<file path="src/rtl/dff_gates_sched.sv">
// rtl/dff_gates_sched.sv - round-robin scheduler sharing one serial x/z datapath between NREQ requesters
//
// Purpose: accepts WIDTH-bit jobs from NREQ requesters (strict round-robin),
// clears the datapath, shifts the word into x LSB-first, gathers z after every
// bit and returns the result word tagged with the requester index.
//
// Ports:
//   clk        in   system clock, rising edge
//   rst        in   asynchronous active-low reset
//   req_valid  in   [NREQ]        per-requester job valid
//   req_data   in   [NREQ*WIDTH]  job words, requester i at [i*WIDTH +: WIDTH]
//   req_ready  out  [NREQ]        one-hot accept pulse (combinational)
//   dp_x       out  serial bit to the datapath, registered
//   dp_rst_n   out  datapath reset, active-low, registered
//   dp_z       in   datapath output
//   rsp_valid  out  result available
//   rsp_data   out  [WIDTH] result word
//   rsp_id     out  [IDW]   owner of the result
//   rsp_ready  in   result consumer accepts
//   job_count  out  [16]    completed-job counter (only with DFF_SCHED_COUNT_EN)
//
// Optional feature macro: DFF_SCHED_COUNT_EN

module dff_gates_sched #(
  parameter  int NREQ  = 2,
  parameter  int WIDTH = 8,
  localparam int IDW   = $clog2(NREQ)
) (
  input  logic                  clk,
  input  logic                  rst,
  input  logic [NREQ-1:0]       req_valid,
  input  logic [NREQ*WIDTH-1:0] req_data,
  output logic [NREQ-1:0]       req_ready,
  output logic                  dp_x,
  output logic                  dp_rst_n,
  input  logic                  dp_z,
  output logic                  rsp_valid,
  output logic [WIDTH-1:0]      rsp_data,
  output logic [IDW-1:0]        rsp_id,
  input  logic                  rsp_ready
`ifdef DFF_SCHED_COUNT_EN
  ,
  output logic [15:0]           job_count
`endif
);

  localparam int CW = (WIDTH > 1) ? $clog2(WIDTH) : 1;

  typedef enum logic [1:0] {S_IDLE, S_SHIFT, S_DRAIN, S_DONE} state_t;

  state_t           r_state;
  state_t           w_next;
  logic [IDW-1:0]   r_last;
  logic [IDW-1:0]   r_id;
  logic [WIDTH-1:0] r_word;
  logic [WIDTH-1:0] r_res;
  logic [CW-1:0]    r_bit;
  logic             r_dp_x;
  logic             r_dp_rst_n;
  logic             r_rsp_valid;

  logic             w_hi_found;
  logic [IDW-1:0]   w_hi_idx;
  logic             w_any;
  logic [IDW-1:0]   w_lo_idx;
  logic [IDW-1:0]   w_gnt_idx;
  logic [WIDTH-1:0] w_gnt_data;
  logic             w_accept;
  logic [WIDTH-1:0] w_word_sh;
  logic [WIDTH-1:0] w_res_sh;
  logic             w_last_bit;

  // Round-robin: lowest valid index above r_last wins; otherwise wrap to the
  // lowest valid index overall. Descending loop leaves the lowest match.
  always_comb begin
    w_hi_found = 1'b0;
    w_hi_idx   = '0;
    w_any      = 1'b0;
    w_lo_idx   = '0;
    for (int i = NREQ - 1; i >= 0; i--) begin
      if (req_valid[i]) begin
        w_any    = 1'b1;
        w_lo_idx = IDW'(i);
        if (IDW'(i) > r_last) begin
          w_hi_found = 1'b1;
          w_hi_idx   = IDW'(i);
        end
      end
    end
    w_gnt_idx = w_hi_found ? w_hi_idx : w_lo_idx;
  end

  // Held low while rst is asserted so no accept pulse can appear in reset.
  always_comb begin
    w_accept   = (r_state == S_IDLE) && w_any && rst;
    w_gnt_data = '0;
    req_ready  = '0;
    for (int i = 0; i < NREQ; i++) begin
      if (IDW'(i) == w_gnt_idx) begin
        w_gnt_data   = req_data[i*WIDTH +: WIDTH];
        req_ready[i] = w_accept;
      end
    end
  end

  // Word shifts right so the next bit is always at [0]; z samples enter at
  // the MSB and after WIDTH samples the first one lands in bit 0.
  assign w_word_sh  = r_word >> 1;
  assign w_res_sh   = WIDTH'({dp_z, r_res} >> 1);
  assign w_last_bit = (r_bit == CW'(WIDTH - 1));

  always_comb begin
    w_next = r_state;
    case (r_state)
      S_IDLE:  if (w_accept) w_next = S_SHIFT;
      S_SHIFT: if (w_last_bit) w_next = S_DRAIN;
      S_DRAIN: w_next = S_DONE;
      S_DONE:  if (rsp_ready) w_next = S_IDLE;
      default: w_next = S_IDLE;
    endcase
  end

  always_ff @(posedge clk or negedge rst) begin
    if (!rst) r_state <= S_IDLE;
    else      r_state <= w_next;
  end

  always_ff @(posedge clk or negedge rst) begin
    if (!rst) begin
      r_last      <= IDW'(NREQ - 1);
      r_id        <= '0;
      r_word      <= '0;
      r_res       <= '0;
      r_bit       <= '0;
      r_dp_x      <= 1'b0;
      r_dp_rst_n  <= 1'b0;
      r_rsp_valid <= 1'b0;
    end else begin
      case (r_state)
        S_IDLE: begin
          if (w_accept) begin
            r_last     <= w_gnt_idx;
            r_id       <= w_gnt_idx;
            r_word     <= w_gnt_data;
            r_res      <= '0;
            r_bit      <= '0;
            r_dp_rst_n <= 1'b1;
            r_dp_x     <= w_gnt_data[0];
          end
        end
        S_SHIFT: begin
          // z during SHIFT cycle 0 still reflects the cleared cell.
          if (r_bit != '0) r_res <= w_res_sh;
          r_word <= w_word_sh;
          r_bit  <= r_bit + 1'b1;
          r_dp_x <= w_last_bit ? 1'b0 : w_word_sh[0];
        end
        S_DRAIN: begin
          r_res       <= w_res_sh;
          r_dp_rst_n  <= 1'b0;
          r_rsp_valid <= 1'b1;
        end
        S_DONE: begin
          if (rsp_ready) r_rsp_valid <= 1'b0;
        end
        default: ;
      endcase
    end
  end

`ifdef DFF_SCHED_COUNT_EN
  logic [15:0] r_job_cnt;

  always_ff @(posedge clk or negedge rst) begin
    if (!rst)                          r_job_cnt <= '0;
    else if (r_rsp_valid && rsp_ready) r_job_cnt <= r_job_cnt + 16'd1;
  end

  assign job_count = r_job_cnt;
`endif

  assign dp_x      = r_dp_x;
  assign dp_rst_n  = r_dp_rst_n;
  assign rsp_valid = r_rsp_valid;
  assign rsp_data  = r_res;
  assign rsp_id    = r_id;

endmodule

</file>
<file path="config.mk">
export PLATFORM = sky130hd
export DESIGN_NAME = dff_gates_sched
export DESIGN_NICKNAME = d
export VERILOG_FILES = /design/src/rtl/dff_gates_sched.sv
export SDC_FILE = /design/constraint.sdc
export NUM_CORES = 1
export LEC_CHECK = 0
export ABC_AREA = 1
export BUFFER_PORTS_ARGS = -buffer_cell sky130_fd_sc_hd__clkbuf_2
export CORE_MARGIN = 5
export CORE_UTILIZATION = 52
export CTS_CLUSTER_SIZE = 30
export DETAILED_ROUTE_END_ITERATION = 7
export GPL_ROUTABILITY_DRIVEN = 0
export PLACE_DENSITY = 0.9
export SKIP_LAST_GASP = 1
export SLEW_MARGIN = 10
export SYNTH_ARGS = -nofsm -noshare
export SYNTH_HDL_FRONTEND = slang
export SYNTH_SLANG_ARGS = --single-unit
</file>
<file path="constraint.sdc">
create_clock -name clk -period 1.93 [get_ports clk]
set_clock_uncertainty 0.05 [all_clocks]
set_input_delay 0.0965 -clock clk [delete_from_list [all_inputs] [get_ports clk]]
set_output_delay 0.0965 -clock clk [all_outputs]
set_load 0.01 [all_outputs]
</file>
==> After elaboration in Yosys (flattened, before gate mapping) <==
Index checks and enable logic that the tools add are counted.
{ "word_totals": {"regBits": 26, "inputBits": 22} }
{ "op_classes": {"addsub": 1, "n_lt_le_gt_ge": 2, "n_eq_ne": 8, "mux": 31, "n_reduce_logical": 14} }
{ "op_table": {"columns": ["op", "count"], "rows": [
  ["$mux 8", 4],
  ["$pmux 8 s3", 1],
  ["$mux 1", 16],
  ["$pmux 8 s2", 1],
  ["$ne 2x2->1 const B", 4],
  ["$pmux 2 s4", 1],
  ["$reduce_and 2->1", 4],
  ["$mux 2", 3],
  ["$pmux 1 s2", 3],
  ["$pmux 3 s2", 1],
  ["$reduce_and 3->1", 2],
  ["$reduce_bool 2->1", 3],
  ["$reduce_bool 3->1", 2],
  ["$eq 2x2->1 const B", 2],
  ["$add 3x1->3 const B", 1],
  ["$eq 3x3->1 const B", 1],
  ["$mux 3", 1],
  ["$eq 2x1->1 const B", 1],
  ["$gt 1x1->1 const A", 2],
  ["$logic_and 1x1->1", 2],
  ["$logic_not 2->1", 1]
]} }

==> Depth between registers and ports, before layout <==
Gate-level depths: netlist (run 1).
{ "depth": {"depth_word": 9, "depth_mapped": 11, "mapped_depth_nobuf": 9} }

==> Worst setup path before layout (run 1) <==
No wires, ideal clock.
{ "synth_timing": {"path_type": "flip-flop to flip-flop", "startpoint": "register r_state[0]", "endpoint": "register r_res[5] (netlist: rsp_data[5])", "setup_ps": 118, "arrival_ps": 1318, "required_time_ps": 1762, "path_slack_ps": 445, "path_stages_with_launch": 11, "path_buffers": 1, "period_less_slack_ps": 1485, "cell_sequence": "dfrtp_1 > inv_1 > ha_1 > nand2_1 > inv_1 > nand2_2 > nand2_2 > nand2_4 > buf_6 > nand2_1 > o21ai_2"} }
{ "synth_via": {"elab_chain_len": 5, "elab_cells_between_ends": 10, "cone_classes": "eq/ne (4); mux (1); reduce/logical (5)"} }
{ "synth_rtl": {"columns": ["item", "line_no", "text"], "rows": [
  ["from (decl)", "51", "state_t r_state;"],
  ["from (signal assigned)", "125", "else r_state <= w_next;"],
  ["$logic_not 2->1", "95, 139", null],
  ["$logic_and 1x1->1 (2 in a row)", "95", "w_accept = (r_state == S_IDLE) && w_any && rst;"],
  ["$ne 2x2->1 (no line)", null, null],
  ["$reduce_and 3->1 (no line)", null, null],
  ["to (signal assigned)", "153", "if (r_bit != '0) r_res <= w_res_sh;"],
  ["to (signal assigned)", "159", "r_res <= w_res_sh;"],
  ["to (decl)", "56", "logic [WIDTH-1:0] r_res;"]
]} }
Several ways; a longest one is shown, not always the timed one.
A chain may end at the register's enable or synchronous reset.

==> Worst setup path in the final report (run 1) <==
{ "layout_timing": {"startpoint": "register r_state[1]", "endpoint": "output port req_ready[0]"} }
{ "layout_via": {"elab_chain_len": 4} }
{ "layout_rtl": {"columns": ["item", "line_no", "text"], "rows": [
  ["$logic_not 2->1", "95", null],
  ["$logic_and 1x1->1 (2 in a row)", "95", null],
  ["$mux 1", "99", "if (IDW'(i) == w_gnt_idx) begin"],
  ["to (decl)", "33", "output logic [NREQ-1:0] req_ready,"]
]} }
Every way passes these cells.

==> results of run 1 <==
## cells by family after synthesis
group           count (synthesis)  synth area share
simple gates                  103            0.3242
flops                          25            0.4438
buf+inv                        24           0.08325
compound gates                 16           0.07795
fa+ha+maj                       8           0.07086
## metal layers
metal,routed length [um],vias up
li1,-,641
met1,1322,585
met2,1522,28
met3,154,7
met4,65,0
met5,0,-
## cells in the mapped netlist (all sizes together)
cell type / count
or2: 7
o21ai: 12
dfrtp: 24
buf: 5
nor2: 10
nand4: 2
inv: 18
clkbuf: 1
nand3: 27
a21oi: 4
ha: 8
dfstp: 1
nand2: 57
## placed cells by master (no fill, tap or decap), types with 2 or more instances in the layout
cell type / count
a21oi_1: 3
buf_4: 5
clkbuf_2: 35
clkbuf_4: 3
dfrtp_1: 24
dlygate4sd3_1: 3
ha_1: 7
inv_1: 15
inv_2: 3
nand2_1: 53
nand2_2: 3
nand3_1: 27
nand4_1: 2
nor2_1: 10
o21ai_0: 4
o21ai_2: 8
or2_2: 7
## where the power goes
| part | switching, uW | leakage [uW] | internal, uW |
|---|---|---|---|
| combinational | 850 | 0.000594 | 516 |
| sequential | 133 | 0.000318 | 740 |
| clock | 163 | 0.0000177 | 77.9 |
## worst min path at each step
stage | end | cells past startpoint | from | slack (ns)
2_1_floorplan | dp_rst_n | 0 | rst | -0.25
3_3_place_gp | r_word[4] | 2 | rst | 0.09
3_5_place_dp | r_word[4] | 2 | rst | 0.10
4_1_cts | r_word[7] | 5 | req_data[7] | 0.007
5_1_grt | r_word[1] | 5 | req_data[1] | 0.04
6_report | r_word[7] | 5 | req_data[7] | 0.007
## worst min-delay path, cell delays in order
cell and delay, ns:
clkbuf_2 0.08, nand2_1 0.05, nand2_1 0.04, nand3_1 0.05, nand2_1 0.05
## through the flow
stage                     total power (uW)  utilization  hold WS, ns  cell area (um^2)  worst slack, ns
after global placement                2124       0.5925      0.09436              1592           0.3479
final                                 2480       0.6274     0.007398              1685           0.1689
after global routing                  2722       0.6274      0.03515              1685          0.01618
after CTS                             2430       0.6153     0.007258              1653          0.05752
after floorplan                       1909            -      -0.2491              1413           0.4447
after detailed placement              2172       0.5925       0.1011              1592           0.2980
## state kept, by name (all words and copies together) (netlist names)
signal and cells:
rsp_data 8, r_word 7, r_bit 3, r_state 2
dp_rst_n 1, dp_x 1, r_last 1, rsp_id 1
rsp_valid 1
## area by class of cell
type | count | area [um^2]
timing repair buffer | 43 | 242.7
inverter | 18 | 67.56
clock inverter | 1 | 5.005
clock buffer | 3 | 22.52
tap | 31 | 38.79
fill | 249 | 1001
multi-input combinational | 127 | 681.9
sequential | 25 | 626.9
## repair_timing
action                     in CTS  in global routing
hold endpoints to repair       26                  0
buffers inserted                0                  3
hold buffers                    3                  0
setup endpoints to repair       1                  1
gates resized for setup         1                  4
==> out/results.ini, run 1 <==
[pwr]
p_per_area_nw_per_um2 = 1471
p_leak_uw = 0.0009291
max-vdd-ir-drop_mv = 0.9583

[cts]
numCtsBuffers = 3
path_clk_slew_ns = 0.14
clockBufferDepth = 2
cts_htree_levels = 1
cts-root-buf = clkbuf_4
clock_latency_ns = 0.33
cts_tree = built
cts.sinks = 25

[layout]
fin_cells = 248
nNetsFinal = 248
area_delta_synth_final_pct = 19.31
num_antenna_cells = 0
drive_above_1_share = 0.3180

[worst_setup_path]
r2r_setup_slack_ns = 0.31
path_cells = inv_2, ha_2, nand2_1, inv_1, nand2_2, a21oi_4, clkbuf_2
r2r_cells = 9
end_kind = output port
worst-path-buf-inv = 3
cp.arrival_ns = 1.61
worst-path-stages = 7
cpMaxStageDelayCell = dfrtp_1
r2r_start = r_state[0]
startpoint_type = flip-flop
slowest_delay_ns = 0.44
worst-setup-path-type = reg2out
crit_required_ns = 1.78
cp-endpoint = req_ready[0]
path_max_fanout = 5
timing.rr.end = rsp_data[0]
path_delay_family = flip-flops
crit_start = r_state[1]

[synthesis]
netlist_top_cells_area = dfrtp_1 (43%), nand2_1 (14%), nand3_1 (9.6%), ha_1 (7.1%), o21ai_2 (5.0%)
syn_nets = 206
syn_area_per_cell_um2 = 8.026
syn-cell-area_um2 = 1413
synth-seq-cells = 25
seq_area_frac_synth = 0.4438
ys.warnings.count = 0
postSynthCellCount = 176
ys_types = 19
yosysTopAreaCell = dfrtp_1
synth_top_area_frac = 0.4252

[timing]
grt_setup_unrepaired = false
tightest_slew_ns = 0.3187
relSlewSlack = 0.7875
final_hold_viol_count = 0
setup_tns_ns = 0
post-route-period-util = 0.9125
slew_viol_final = 0
period_needed_ns = 1.761
final-setup-viol-count = 0
fmax_mhz = 567.8

[global_route]
grt_pass1_wl_mm = 5.257
grtUsageMet3 = 0.03243
antenna_found_initial = 0
busiest_layer = met2
grt_max_degree = 26
grt-ovfl-total = 0
grt_pass1_vias = 1213
grt_use_met1 = 0.2009
grtUsageMet2 = 0.2720
track_usage = 0.1626

[route]
ant_nets = 0
vias_per_cell = 5.085
vias = 1261
drt_iter0_drc = 46
totalWireLength_mm = 3.065
firstDrtPassIters = 4
drc = 0
wl_per_cell_um = 12.36

[min_path]
min_path_type = in2reg

[flow_run]
cap_viol_max_count = 0

[floorplan]
io_pins = 36
start_util = 0.5259
core_area_um2 = 2686
fp-row-count = 19
die-area_um2 = 3859
die_w_um = 62.12
fp.dieH_um = 62.12

[place]
portBuffers = 35
place_hpwl_mm = 2.212
dp_cells = 238

[status]
outcome = finished, final reports clean

Power figures use the tool's default switching activity.
==> run 2, diff against run 1 <==
--- a/config.mk
+++ b/config.mk
@@ -8,11 +8,11 @@
 export ABC_AREA = 1
 export BUFFER_PORTS_ARGS = -buffer_cell sky130_fd_sc_hd__clkbuf_2
 export CORE_MARGIN = 5
-export CORE_UTILIZATION = 52
+export CORE_UTILIZATION = 45
 export CTS_CLUSTER_SIZE = 30
 export DETAILED_ROUTE_END_ITERATION = 7
 export GPL_ROUTABILITY_DRIVEN = 0
-export PLACE_DENSITY = 0.9
+export PLACE_DENSITY = 0.81
 export SKIP_LAST_GASP = 1
 export SLEW_MARGIN = 10
 export SYNTH_ARGS = -nofsm -noshare
==> run 2 against run 1 <==
Compared with the run above: first-iteration DRC count grew 120%; clock-buffer cell count unchanged; non-clock buffer count fell by 2; critical path depth unchanged; core utilization down 7.3 points; sequential share of layout area grew 0.14 points; flip-flop and latch count is the same; routed wire length decreased by 3.6%; clock power is essentially flat; design area is 0.37% lower; worst setup slack worse by 0.039 ns; critical path type unchanged; critical endpoint unchanged.
==> out/results.ini, run 2 (synthesized netlist as in run 1, its figures left out) <==
[layout]
design_area_um2 = 1679
drive_above_1_share = 0.3023
area_delta_synth_final_pct = 18.87
num_antenna_cells = 0
nNetsFinal = 246
final_cell_mix = nand2_1 (53), clkbuf_2 (35), nand3_1 (27)
largest_reg_flops = 8
mostFrequentLayoutCell = nand2_1

[timing]
period_needed_ns = 1.800
slew_viol_final = 0
final-setup-viol-count = 0
grt_setup_unrepaired = false
fmax_mhz = 555.4
relSlewSlack = 0.7884
post-route-period-util = 0.9328
tightest_slew_ns = 0.3173
final_hold_viol_count = 0
setup_tns_ns = 0

[pwr]
max-vdd-ir-drop_mv = 0.8498
internal-power_uw = 1305
combPwrFrac = 0.542
p_leak_uw = 0.0009197
p_per_area_nw_per_um2 = 1439
p_sw_frac = 0.4601
p_clk_frac = 0.100
seqPwrFrac = 0.358
p_sw_uw = 1112

[floorplan]
die_w_um = 66.03
core_area_um2 = 3028
fp-row-count = 20
fp.dieH_um = 66.03
start_util = 0.4665
die-area_um2 = 4359
io_pins = 36

[route]
drt_iter0_drc = 101
wl_per_cell_um = 11.41
totalWireLength_mm = 2.956
ant_nets = 0
firstDrtPassIters = 4
vias_per_cell = 4.722
drc = 0
vias = 1223

[global_route]
grt-ovfl-total = 0
antenna_found_initial = 0
grt_use_met1 = 0.1893
busiest_layer = met2
grt_max_degree = 26
grt_pass1_wl_mm = 4.892
grt_pass1_vias = 1130
grtUsageMet3 = 0.02891
grtUsageMet2 = 0.2265
track_usage = 0.1420

[cts]
cts-root-buf = clkbuf_4
clock_latency_ns = 0.32
numCtsBuffers = 3
clockBufferDepth = 2
cts.sinks = 25
cts_tree = built
path_clk_slew_ns = 0.14
cts_htree_levels = 1

[worst_setup_path]
path_max_fanout = 5
end_kind = output port
cp.arrival_ns = 1.65
timing.rr.end = dp_x
crit_start = r_state[0]
r2r_start = r_state[0]
crit_required_ns = 1.78
r2r_cells = 9
cp-endpoint = req_ready[0]
r2r_setup_slack_ns = 0.29
worst-setup-path-type = reg2out
startpoint_type = flip-flop

[status]
outcome = finished, final reports clean

[flow_run]
cap_viol_max_count = 0

[min_path]
min_path_type = in2reg

[place]
dpl-instance-area_um2 = 1608
place_hpwl_mm = 2.180
portBuffers = 35

## run 2: cell count changes in the layout (fill, tap and decap cells not counted)
cell | previous run | this run
buf_4 | 5 | 3
inv_1 | 15 | 17
inv_2 | 3 | 1
a21oi_2 | 0 | 1
a21oi_4 | 1 | 0
## run 2: area by class of cell
type | instances | area (um^2)
fillers | 295 | 1349
multi-input cells | 127 | 674.4
flip-flops and latches | 25 | 626.9
repair buffers | 41 | 227.7
inverters | 18 | 67.56
well taps | 44 | 55.05
clock buffers | 3 | 22.52
clock inverters | 1 | 5.005
## run 2: routing by layer
metal  vias to the layer above  part of all wire
met5                         -                 0
met3                         5             0.067
li1                        638                 -
met4                         0             0.016
met2                        37              0.45
met1                       543              0.47
## run 2: worst min path at each step
stage | from | endpoint | depth (start not counted)
after global placement | rst | dp_x | 2
after CTS | req_data[7] | r_word[7] | 5
after detailed placement | rst | r_bit[1] | 2
final | req_data[7] | r_word[7] | 5
after global routing | req_data[4] | r_word[4] | 5
after floorplan | rst | dp_rst_n | 0
## run 2: worst max-delay path, stage by stage (launching register included)
cell      delay [ns]
dfrtp_1         0.44
inv_1           0.12
ha_2            0.21
nand2_1         0.08
inv_1           0.07
nand2_2         0.08
a21oi_2         0.17
clkbuf_2        0.17
## run 2: power by group through the flow
stage	sequential, uW	combinational (uW)	clock, uW
global route	894	1490	270
detailed placement	878	1290	0
floorplan	894	1010	0
global placement	873	1260	0
CTS	867	1300	248
finish	865	1310	241
## run 2: timing repair
action	CTS	global route
hold buffers	3	0
gates resized for setup	0	2
endpoints found under the hold margin	27	0
endpoints found under the setup margin	0	1
setup buffers	0	1
## run 2: per-stage QoR
stage | setup WS, ns | std cells | util | total power, uW | hold slack, ns
6_report | 0.1297 | 259 | 0.5545 | 2417 | 0.01946
5_1_grt | 0.01149 | 259 | 0.5545 | 2655 | 0.04739
4_1_cts | 0.01229 | 258 | 0.5500 | 2412 | 0.01632
3_5_place_dp | 0.3019 | 251 | 0.5310 | 2164 | 0.08780
3_3_place_gp | 0.3420 | 251 | 0.5310 | 2133 | 0.1005
2_1_floorplan | 0.4447 | 176 | - | 1909 | -0.2491
==> run 3, diff against run 2 <==
--- a/config.mk
+++ b/config.mk
@@ -12,6 +12,7 @@
 export CTS_CLUSTER_SIZE = 30
 export DETAILED_ROUTE_END_ITERATION = 7
 export GPL_ROUTABILITY_DRIVEN = 0
+export HOLD_SLACK_MARGIN = 0.02
 export PLACE_DENSITY = 0.81
 export SKIP_LAST_GASP = 1
 export SLEW_MARGIN = 10
==> run 3 against run 2 <==
Compared with the run above: critical path depth stayed put; routed wire length about the same; design area rose by 0.60%; largest power group unchanged; total power barely moved; cell count is 0.39% higher.
==> out/results.ini, run 3 (synthesized netlist as in run 1, its figures left out) <==
[global_route]
grt_pass1_vias = 1137
grt_max_degree = 26
track_usage = 0.1417
busiest_layer = met2
grtUsageMet2 = 0.2253
grt_use_met1 = 0.1893
grt_pass1_wl_mm = 4.885
grt-ovfl-total = 0
grtUsageMet3 = 0.02891
antenna_found_initial = 0

[floorplan]
fp.dieH_um = 66.03
die-area_um2 = 4359
core_area_um2 = 3028
start_util = 0.4665
die_w_um = 66.03
io_pins = 36
fp-row-count = 20

[worst_setup_path]
cp.arrival_ns = 1.65
r2r_start = r_state[0]
slowest_delay_ns = 0.44
timing.rr.end = r_word[1]
crit_required_ns = 1.78
r2r_cells = 9
path_max_fanout = 5
r2r_setup_slack_ns = 0.29
path_cells = inv_1, ha_2, nand2_1, inv_1, nand2_2, a21oi_2, clkbuf_2
startpoint_type = flip-flop
cpMaxStageDelayCell = dfrtp_1
worst-setup-path-type = reg2out
end_kind = output port
crit_top_cell = inv_1

[route]
vias_per_cell = 4.723
firstDrtPassIters = 4
drc = 0
wl_per_cell_um = 11.36
ant_nets = 0
drt_iter0_drc = 95
vias = 1228
totalWireLength_mm = 2.954

[cts]
clock_latency_ns = 0.32
cts.sinks = 25
cts-root-buf = clkbuf_4
cts_tree = built
numCtsBuffers = 3
clockBufferDepth = 2
path_clk_slew_ns = 0.14
cts_htree_levels = 1

[pwr]
p_leak_uw = 0.0009238
max-vdd-ir-drop_mv = 0.8488
p_total_uw = 2417
p_per_area_nw_per_um2 = 1431

[timing]
grt_setup_unrepaired = false
tightest_slew_ns = 0.3169
period_needed_ns = 1.800
slew_viol_final = 0
setup_tns_ns = 0
final-setup-viol-count = 0
post-route-period-util = 0.9327
final_hold_viol_count = 0
relSlewSlack = 0.7887
fmax_mhz = 555.5

[flow_run]
cap_viol_max_count = 0

[layout]
fin_cells = 260
mostFrequentLayoutCell = nand2_1
largest_reg_flops = 8
final_cell_mix = nand2_1 (53), clkbuf_2 (35), nand3_1 (27)
area_delta_synth_final_pct = 19.57
nNetsFinal = 247
n_fill_cell = 294
drive_above_1_share = 0.3009
fin_util = 0.5579
num_antenna_cells = 0

[place]
dp_cells = 251
place_hpwl_mm = 2.180
portBuffers = 35

[min_path]
hold_start = req_data[0]
min_path_type = in2reg
holdPathStages = 5
worstHoldEndpoint = dp_x

[status]
outcome = finished, final reports clean

run 3: timing repair:
| action | 4_1_cts | 5_1_grt |
|---|---|---|
| endpoints found under the setup margin | 0 | 1 |
| gates resized for setup | 0 | 2 |
| hold endpoints to repair | 28 | 0 |
| hold buffers | 4 | 0 |
| setup buffers | 0 | 1 |
run 3: stage by stage:
step / setup WS, ns / instance area [um^2] / hold WS (ns)
2_1_floorplan: 0.4447 / 1413 / -0.2491
3_3_place_gp: 0.3420 / 1608 / 0.1005
3_5_place_dp: 0.3019 / 1608 / 0.08780
4_1_cts: 0.01229 / 1675 / 0.02189
5_1_grt: 0.01149 / 1689 / 0.04739
6_report: 0.1299 / 1689 / 0.02348
run 3: worst max path at each step:
stage,start,end,slack (ns)
detailed placement,r_state[0],r_word[4],0.30
global route,r_state[0],req_ready[0],0.01
global placement,r_state[0],r_word[1],0.34
floorplan,r_state[0],rsp_data[5],0.44
CTS,r_state[0],req_ready[0],0.01
finish,r_state[0],req_ready[0],0.13
run 3: power by group:
group / switching [uW] / internal (uW) / leakage, uW / total [uW]
Combinational: 823 / 489 / 0.000588 / 1310
Sequential: 125 / 740 / 0.000318 / 865
Clock: 163 / 77.8 / 0.0000177 / 241
Total: 1110 / 1310 / 0.000924 / 2420
run 3: cell type report:
type	instances	area, um^2	area share
Clock buffer	3	22.52	0.01333
Clock inverter	1	5.005	0.002963
Inverter	18	67.56	0.04000
Multi-Input combinational cell	127	674.4	0.3993
Sequential cell	25	626.9	0.3711
Tap cell	44	55.05	0.03259
Timing Repair Buffer	42	237.7	0.1407
run 3: metal layers:
metal  routed length [um]  vias up
met5                    0        -
met4                   48        0
met3                  224        5
met2                 1321       41
met1                 1359      543
li1                     -      639
run 3: critical path, delay by kind of cell, from the launching register on:
kind / cells / cell delay (ns)
compound gates: 1 / 0.17
fa+ha+maj: 1 / 0.21
buf+inv: 3 / 0.36
flops: 1 / 0.44
simple gates: 2 / 0.16
